`config.mk`:
```
export PLATFORM = sky130hd
export DESIGN_NAME = code_mem_arbiter_flat
export DESIGN_NICKNAME = d
export VERILOG_FILES = /design/src/rtl/code_mem_arbiter_if.sv /design/src/rtl/code_mem_arbiter.sv /design/src/flat_wrapper.sv
export SDC_FILE = /design/constraint.sdc
export NUM_CORES = 1
export LEC_CHECK = 0
export BUFFER_PORTS_ARGS = -buffer_cell sky130_fd_sc_hd__buf_2
export CAP_MARGIN = 40
export CELL_PAD_IN_SITES_DETAIL_PLACEMENT = 0
export CELL_PAD_IN_SITES_GLOBAL_PLACEMENT = 1
export CORE_AREA = 2 2 148 150
export CTS_CLUSTER_SIZE = 8
export DETAILED_ROUTE_END_ITERATION = 7
export DIE_AREA = 0 0 150 152
export GPL_ROUTABILITY_DRIVEN = 0
export PLACE_DENSITY_LB_ADDON = 0.1
export SLEW_MARGIN = 20
export SYNTH_ARGS = -nofsm -noshare
export SYNTH_HDL_FRONTEND = slang
export SYNTH_SLANG_ARGS = --single-unit
```
`constraint.sdc`:
```
create_clock -name iCLK -period 3.4 [get_ports iCLK]
set_input_delay 0.68 -clock iCLK [delete_from_list [all_inputs] [get_ports iCLK]]
set_output_delay 0.68 -clock iCLK [all_outputs]
set_load 0.005 [all_outputs]
```
`src/rtl/code_mem_arbiter_if.sv`:
```
// Request/response and code-memory signals shared by the fetch unit, loader, arbiter and memory.
// The slave modport is the arbiter; master is the requester/memory side.
interface code_mem_arbiter_if;
  logic        iFetchReq;
  logic [63:0] iFetchAddr;
  logic        oFetchGnt;
  logic        oFetchValid;
  logic [31:0] oFetchData;
  logic        oFetchErr;

  logic        iLdReq;
  logic        iLdWe;
  logic [3:0]  iLdBe;
  logic [63:0] iLdAddr;
  logic [31:0] iLdWData;
  logic        iLdLock;
  logic        oLdGnt;
  logic        oLdValid;
  logic [31:0] oLdRData;
  logic        oLdErr;

  logic        oMemRe;
  logic        oMemWe;
  logic [3:0]  oMemBe;
  logic [63:0] oMemAddr;
  logic [31:0] oMemWData;
  logic [31:0] iMemRData;

  logic        oBusy;

  modport slave (
    input  iFetchReq, iFetchAddr,
    output oFetchGnt, oFetchValid, oFetchData, oFetchErr,
    input  iLdReq, iLdWe, iLdBe, iLdAddr, iLdWData, iLdLock,
    output oLdGnt, oLdValid, oLdRData, oLdErr,
    output oMemRe, oMemWe, oMemBe, oMemAddr, oMemWData,
    input  iMemRData,
    output oBusy
  );

  modport master (
    output iFetchReq, iFetchAddr,
    input  oFetchGnt, oFetchValid, oFetchData, oFetchErr,
    output iLdReq, iLdWe, iLdBe, iLdAddr, iLdWData, iLdLock,
    input  oLdGnt, oLdValid, oLdRData, oLdErr,
    input  oMemRe, oMemWe, oMemBe, oMemAddr, oMemWData,
    output iMemRData,
    input  oBusy
  );
endinterface

```
`src/rtl/code_mem_arbiter.sv`:
```
// Arbitrates fetch and loader access to the code memory; gnt one cycle after the request edge, valid one after gnt.
// Backpressure: requests are held until their gnt pulse; one access every two cycles at best.
module code_mem_arbiter #(
  parameter logic [63:0] BEGINNING_TEXT  = 64'h0000_0000_0040_0000,
  parameter logic [63:0] END_TEXT        = 64'h0000_0000_0040_3FFC,
  parameter int unsigned MAX_FETCH_BURST = 4
) (
  input  logic              iCLK,
  input  logic              iRST,
  code_mem_arbiter_if.slave bus
);
  localparam logic [1:0] IDLE   = 2'd0;
  localparam logic [1:0] ACCESS = 2'd1;
  localparam logic [1:0] RESP   = 2'd2;

  localparam logic [2:0] BURST_MAX = 3'(MAX_FETCH_BURST);

  logic [1:0]  state;
  logic [2:0]  starve_cnt;
  logic        cmd_ld;
  logic        cmd_we;
  logic        cmd_in_range;
  logic [3:0]  cmd_be;
  logic [63:0] cmd_addr;
  logic [31:0] cmd_wdata;

  // addr[1:0] never takes part in the range check
  function automatic logic in_text(input logic [63:0] addr);
    logic [63:0] word_addr;
    word_addr = addr & ~64'h3;
    return (word_addr >= BEGINNING_TEXT) && (word_addr <= END_TEXT);
  endfunction

  logic fetch_elig;
  logic ld_elig;
  logic pick_ld;
  logic pick_any;

  always_comb begin
    fetch_elig = bus.iFetchReq & ~bus.iLdLock;
    ld_elig    = bus.iLdReq;
    pick_ld    = ld_elig & (~fetch_elig | (starve_cnt == BURST_MAX));
    pick_any   = (state != ACCESS) & (fetch_elig | ld_elig);
  end

  logic in_access;
  logic in_resp;
  logic fetch_gnt;
  logic ld_gnt;
  logic rd_ok;

  assign in_access = (state == ACCESS);
  assign in_resp   = (state == RESP) & ~iRST;
  assign fetch_gnt = in_access & ~cmd_ld;
  assign ld_gnt    = in_access & cmd_ld;
  assign rd_ok     = cmd_in_range & ~cmd_we;

  always_ff @(posedge iCLK) begin
    if (iRST) begin
      state        <= IDLE;
      starve_cnt   <= '0;
      cmd_ld       <= 1'b0;
      cmd_we       <= 1'b0;
      cmd_in_range <= 1'b0;
      cmd_be       <= '0;
      cmd_addr     <= '0;
      cmd_wdata    <= '0;
    end else begin
      case (state)
        ACCESS:  state <= RESP;
        default: state <= pick_any ? ACCESS : IDLE;
      endcase

      if (pick_any) begin
        cmd_ld <= pick_ld;
        if (pick_ld) begin
          cmd_we       <= bus.iLdWe;
          cmd_be       <= bus.iLdBe;
          cmd_addr     <= bus.iLdAddr;
          cmd_wdata    <= bus.iLdWData;
          cmd_in_range <= in_text(bus.iLdAddr);
        end else begin
          cmd_we       <= 1'b0;
          cmd_be       <= 4'b1111;
          cmd_addr     <= bus.iFetchAddr;
          cmd_wdata    <= '0;
          cmd_in_range <= in_text(bus.iFetchAddr);
        end
      end

      // Counts fetch grants that overtook a waiting loader request
      if (!bus.iLdReq || ld_gnt) begin
        starve_cnt <= '0;
      end else if (fetch_gnt && (starve_cnt != BURST_MAX)) begin
        starve_cnt <= starve_cnt + 3'd1;
      end
    end
  end

  assign bus.oFetchGnt = fetch_gnt;
  assign bus.oLdGnt    = ld_gnt;

  assign bus.oMemRe    = in_access & cmd_in_range & ~cmd_we;
  assign bus.oMemWe    = in_access & cmd_in_range & cmd_we;
  assign bus.oMemBe    = cmd_be;
  assign bus.oMemAddr  = cmd_addr;
  assign bus.oMemWData = cmd_wdata;

  assign bus.oFetchValid = in_resp & ~cmd_ld;
  assign bus.oFetchErr   = in_resp & ~cmd_ld & ~cmd_in_range;
  assign bus.oFetchData  = (in_resp & ~cmd_ld & rd_ok) ? bus.iMemRData : 32'h0;

  assign bus.oLdValid = in_resp & cmd_ld;
  assign bus.oLdErr   = in_resp & cmd_ld & ~cmd_in_range;
  assign bus.oLdRData = (in_resp & cmd_ld & rd_ok) ? bus.iMemRData : 32'h0;

  assign bus.oBusy = (state != IDLE);
endmodule

```
`src/flat_wrapper.sv`:
```
// flat-port wrapper written by rule: the top's interface ports become plain ports
module code_mem_arbiter_flat 
#(
  parameter logic [63:0] BEGINNING_TEXT  = 64'h0000_0000_0040_0000,
  parameter logic [63:0] END_TEXT        = 64'h0000_0000_0040_3FFC,
  parameter int unsigned MAX_FETCH_BURST = 4
)
  (iCLK, iRST, bus_iFetchReq, bus_iFetchAddr, bus_oFetchGnt, bus_oFetchValid, bus_oFetchData, bus_oFetchErr, bus_iLdReq, bus_iLdWe, bus_iLdBe, bus_iLdAddr, bus_iLdWData, bus_iLdLock, bus_oLdGnt, bus_oLdValid, bus_oLdRData, bus_oLdErr, bus_oMemRe, bus_oMemWe, bus_oMemBe, bus_oMemAddr, bus_oMemWData, bus_iMemRData, bus_oBusy);
  code_mem_arbiter_if bus_i ();
  input  logic iCLK;
  input  logic iRST;
  input wire logic [$bits(bus_i.iFetchReq)-1:0] bus_iFetchReq;
  input wire logic [$bits(bus_i.iFetchAddr)-1:0] bus_iFetchAddr;
  output wire logic [$bits(bus_i.oFetchGnt)-1:0] bus_oFetchGnt;
  output wire logic [$bits(bus_i.oFetchValid)-1:0] bus_oFetchValid;
  output wire logic [$bits(bus_i.oFetchData)-1:0] bus_oFetchData;
  output wire logic [$bits(bus_i.oFetchErr)-1:0] bus_oFetchErr;
  input wire logic [$bits(bus_i.iLdReq)-1:0] bus_iLdReq;
  input wire logic [$bits(bus_i.iLdWe)-1:0] bus_iLdWe;
  input wire logic [$bits(bus_i.iLdBe)-1:0] bus_iLdBe;
  input wire logic [$bits(bus_i.iLdAddr)-1:0] bus_iLdAddr;
  input wire logic [$bits(bus_i.iLdWData)-1:0] bus_iLdWData;
  input wire logic [$bits(bus_i.iLdLock)-1:0] bus_iLdLock;
  output wire logic [$bits(bus_i.oLdGnt)-1:0] bus_oLdGnt;
  output wire logic [$bits(bus_i.oLdValid)-1:0] bus_oLdValid;
  output wire logic [$bits(bus_i.oLdRData)-1:0] bus_oLdRData;
  output wire logic [$bits(bus_i.oLdErr)-1:0] bus_oLdErr;
  output wire logic [$bits(bus_i.oMemRe)-1:0] bus_oMemRe;
  output wire logic [$bits(bus_i.oMemWe)-1:0] bus_oMemWe;
  output wire logic [$bits(bus_i.oMemBe)-1:0] bus_oMemBe;
  output wire logic [$bits(bus_i.oMemAddr)-1:0] bus_oMemAddr;
  output wire logic [$bits(bus_i.oMemWData)-1:0] bus_oMemWData;
  input wire logic [$bits(bus_i.iMemRData)-1:0] bus_iMemRData;
  output wire logic [$bits(bus_i.oBusy)-1:0] bus_oBusy;
  assign bus_i.iFetchReq = bus_iFetchReq;
  assign bus_i.iFetchAddr = bus_iFetchAddr;
  assign bus_oFetchGnt = bus_i.oFetchGnt;
  assign bus_oFetchValid = bus_i.oFetchValid;
  assign bus_oFetchData = bus_i.oFetchData;
  assign bus_oFetchErr = bus_i.oFetchErr;
  assign bus_i.iLdReq = bus_iLdReq;
  assign bus_i.iLdWe = bus_iLdWe;
  assign bus_i.iLdBe = bus_iLdBe;
  assign bus_i.iLdAddr = bus_iLdAddr;
  assign bus_i.iLdWData = bus_iLdWData;
  assign bus_i.iLdLock = bus_iLdLock;
  assign bus_oLdGnt = bus_i.oLdGnt;
  assign bus_oLdValid = bus_i.oLdValid;
  assign bus_oLdRData = bus_i.oLdRData;
  assign bus_oLdErr = bus_i.oLdErr;
  assign bus_oMemRe = bus_i.oMemRe;
  assign bus_oMemWe = bus_i.oMemWe;
  assign bus_oMemBe = bus_i.oMemBe;
  assign bus_oMemAddr = bus_i.oMemAddr;
  assign bus_oMemWData = bus_i.oMemWData;
  assign bus_i.iMemRData = bus_iMemRData;
  assign bus_oBusy = bus_i.oBusy;
  code_mem_arbiter #(.BEGINNING_TEXT(BEGINNING_TEXT), .END_TEXT(END_TEXT), .MAX_FETCH_BURST(MAX_FETCH_BURST)) u_core (.iCLK(iCLK), .iRST(iRST), .bus(bus_i));
endmodule
```
==> implementation parameters <==
Parameter                              Value

Logic synthesis
  Gate count after technology mapping    639
  Number of enable flip-flop cells after synthesis    0
  Share of synthesized area occupied by flip-flops and latches    0.429
  Netlist area before placement    5040 µm²
  Warnings, synthesis    0
  Synth Net Count    843
  Count of different cell masters after synthesis    39
  Avg Synthesized Cell Area    7.89 µm²
  Fraction of synthesis flops using an asynchronous set or reset pin    0
  Count of state elements after synthesis    108
  Ys flop type    sky130_fd_sc_hd__dfxtp_1

GRT
  Maximum number of pins on one net before global-route repair    59
  Global route overflow    0
  First-pass GRT wire length    32.8 mm
  Number of antenna violations at the first check in global routing    0
  Total track usage    0.183
  Vias in the first global route    5807

Floorplanning
  Placeable core area    21400 µm²
  Count of standard-cell rows    54
  Die extent in y    152 µm
  Chip width    150 µm
  Initial Utilization    0.236
  Floorplan die area    22800 µm²
  Ports    375

Timing
  Hold violation count in the final report    0
  Final critical-path setup slack    0.992 ns
  Maximum clock frequency    415 MHz
  Min cycle time layout    2.41 ns
  Worst slew pin tran    0.677 ns
  Crit share post-route    0.708
  Number of max-slew violations in the final report    0
  Number of endpoints failing setup at the final stage    0
  Relative slew margins    0.548
  Final TNS setup    0 ns
  RSZ-0062 raised after global routing    false
  Clock skew    0.0143 ns

Clock tree
  Maximum level of the CTS H-tree    3
  CTS Hold Buffers Added    0
  Clock buffer depth    2
  Clock Sink Count    108
  CTS tree    built
  Clk pin slew, worst setup/hold paths    0.08 ns
  PostCTS Resize Cnt    0
  Cts bufs inserted    9
  Cell at the root of the clock tree    sky130_fd_sc_hd__clkbuf_16
  # Post-CTS Setup Buffers    0
  Worst skew pair latency    0.36 ns

Route
  Total Wirelength    21.6 mm
  Met3 Routed Length    1.56 mm
  DR vias    5758
  Total length of routed met2 wires    10.2 mm
  Highest metal layer with signal wires    met4
  Remaining antenna violation count after routing    0
  Wire length per cell    17.0 µm
  # DRC    0
  Count of TritonRoute iterations in the first routing pass    4
  Detailed-routing wirelength on met1    9.49 mm
  Initial detailed-routing violation count    257
  Via/cell ratio    4.53

Final layout
  Share of cells above drive strength 1    0.422
  Ant diodes    0
  Final nets    1189
  Synth-to-layout area growth    47.9%

Critical path
  Data required time of the worst path    2.72 ns
  Top fanout value on the critical path    32
  Crit path kind    in2out
  R2R setup slack    1.40 ns
  Reg-to-Reg Start    u_core.starve_cnt[0]
  Worst Setup Start Kind    primary input
  Endpoint arrival time on the critical path    1.73 ns
  Kind of end point of the critical path    output port
  Destination of the worst register-to-register timing path    u_core.bus.oMemBe[0]
  Cell depth of the worst flop-to-flop path    8

Pwr
  Portion of total power attributed to combinational logic    0.197
  Portion of total power attributed to the clock network    0.351
  Sequential share of power    0.453
  Leakage    3.77 nW
  Internal power consumption    2.17 mW
  Switch Pwr    0.966 mW
  Tot Pwr    3.13 mW
  Maximum VDD drop    227 µV
  Power density over cell area    420 nW/µm²
  Switch share    0.308

Place
  Half-perimeter wire length after detailed placement    16.5 mm
  Port bufs    374
  Pre-CTS setup slack    0.980 ns

Run
  Total of max-cap violations    0

Outcome
  Outcome    completed

Min path
  Worst hold path type    reg2reg
  Min-delay src    u_core.starve_cnt[1]
  Worst min-delay path endpoint    u_core.starve_cnt[1]
  Worst hold path depth    2
## cell usage after synthesis (4+ instances only)
library cell / number / area, µm²
sky130_fd_sc_hd__o22ai_1: 4 / 25.0
sky130_fd_sc_hd__nand4_1: 4 / 25.0
sky130_fd_sc_hd__and2_1: 65 / 407
sky130_fd_sc_hd__a311oi_1: 64 / 561
sky130_fd_sc_hd__dfxtp_1: 108 / 2160
sky130_fd_sc_hd__clkbuf_1: 21 / 78.8
sky130_fd_sc_hd__a22oi_1: 33 / 248
sky130_fd_sc_hd__nand2_1: 132 / 495
sky130_fd_sc_hd__nor2_1: 117 / 439
sky130_fd_sc_hd__nand3_1: 5 / 25.0
sky130_fd_sc_hd__nor4_1: 21 / 131
sky130_fd_sc_hd__inv_1: 4 / 15.0
sky130_fd_sc_hd__buf_2: 31 / 155
## layout make-up
cell class                 instances  area [µm²]
clock buffer                       9         225
timing repair buffer             388        1990
tap                              280         350
inverter                           4        15.0
clock inverter                     7        76.3
multi-input combinational        474        2630
sequential                       108        2160
fill                            2387       13900
## logic make-up after synthesis
| family | count (synthesis) | synth area share |
|---|---|---|
| flip-flops | 108 | 0.429 |
| XOR/XNOR | 2 | 0.00348 |
| AO/OA/AOI/OAI | 110 | 0.182 |
| adder cells (fa/ha/maj) | 2 | 0.00496 |
| buffers and inverters | 57 | 0.0521 |
| AND/OR/NAND/NOR | 360 | 0.328 |
## routing by layer
layer  global-route usage  vias to the layer above
met2                0.313                      208
met4               0.0449                        0
met5                    0                        -
met3               0.0459                       21
li1                     -                     2920
met1                0.230                     2609
## per-stage QoR
step | hold WS [ns] | instances | util | cell area (µm²)
final | 0.489 | 1270 | 0.349 | 7450
after global routing | 0.515 | 1270 | 0.349 | 7450
after CTS | 0.491 | 1270 | 0.349 | 7450
after detailed placement | 0.479 | 1254 | 0.335 | 7150
after global placement | 0.471 | 1254 | 0.335 | 7150
after floorplan | 0.452 | 639 | - | 5040
## state kept, by name (all words and copies together), names as in the netlist
signal and flops:
u_core.bus.oMemAddr 64, u_core.cmd_in_range 1, u_core.bus.oMemBe 4, u_core.cmd_ld 1
u_core.starve_cnt 3, u_core.bus.oMemWData 32, u_core.cmd_we 1, u_core.state 2
## placed cells by master, fill, tap and decap left out, types with 2 or more instances in the layout
cell and instances:
sky130_fd_sc_hd__and2_1 65, sky130_fd_sc_hd__buf_2 373, sky130_fd_sc_hd__buf_4 14, sky130_fd_sc_hd__nor2_2 2
sky130_fd_sc_hd__nor3_1 3, sky130_fd_sc_hd__nand4_1 4, sky130_fd_sc_hd__dfxtp_1 108, sky130_fd_sc_hd__inv_6 2
sky130_fd_sc_hd__nand2_1 132, sky130_fd_sc_hd__nor2_1 116, sky130_fd_sc_hd__nor4_1 21, sky130_fd_sc_hd__ha_1 2
sky130_fd_sc_hd__o22ai_1 4, sky130_fd_sc_hd__a311oi_1 64, sky130_fd_sc_hd__a22oi_1 33, sky130_fd_sc_hd__clkbuf_16 9
sky130_fd_sc_hd__inv_1 4, sky130_fd_sc_hd__nand3_1 5, sky130_fd_sc_hd__a21oi_1 2, sky130_fd_sc_hd__inv_8 3
## critical path, cell delays in order
cell and delay (ns):
sky130_fd_sc_hd__buf_4 0.11, sky130_fd_sc_hd__nor2_1 0.12, sky130_fd_sc_hd__nand3b_1 0.14, sky130_fd_sc_hd__nor2_1 0.12, sky130_fd_sc_hd__buf_4 0.26, sky130_fd_sc_hd__and2_1 0.16
sky130_fd_sc_hd__buf_2 0.12
## power groups by stage
stage	combinational, mW	clock, mW	sequential, mW
after floorplan	0.284	0	1.46
after global placement	0.632	0	1.45
after detailed placement	0.626	0	1.45
after CTS	0.628	1.14	1.42
after global routing	0.693	1.18	1.43
final	0.616	1.10	1.42
## worst max path at each step
stage	startpoint	endpoint	slack [ns]
6_report	iRST	bus_oFetchData[24]	0.99
5_1_grt	iRST	bus_oFetchData[27]	0.84
4_1_cts	iRST	bus_oFetchData[11]	0.97
3_5_place_dp	iRST	bus_oFetchData[11]	0.98
3_3_place_gp	iRST	u_core.starve_cnt[0]	0.98
2_1_floorplan	iRST	bus_oFetchData[0]	1.08
Power figures use the tool's default switching activity.
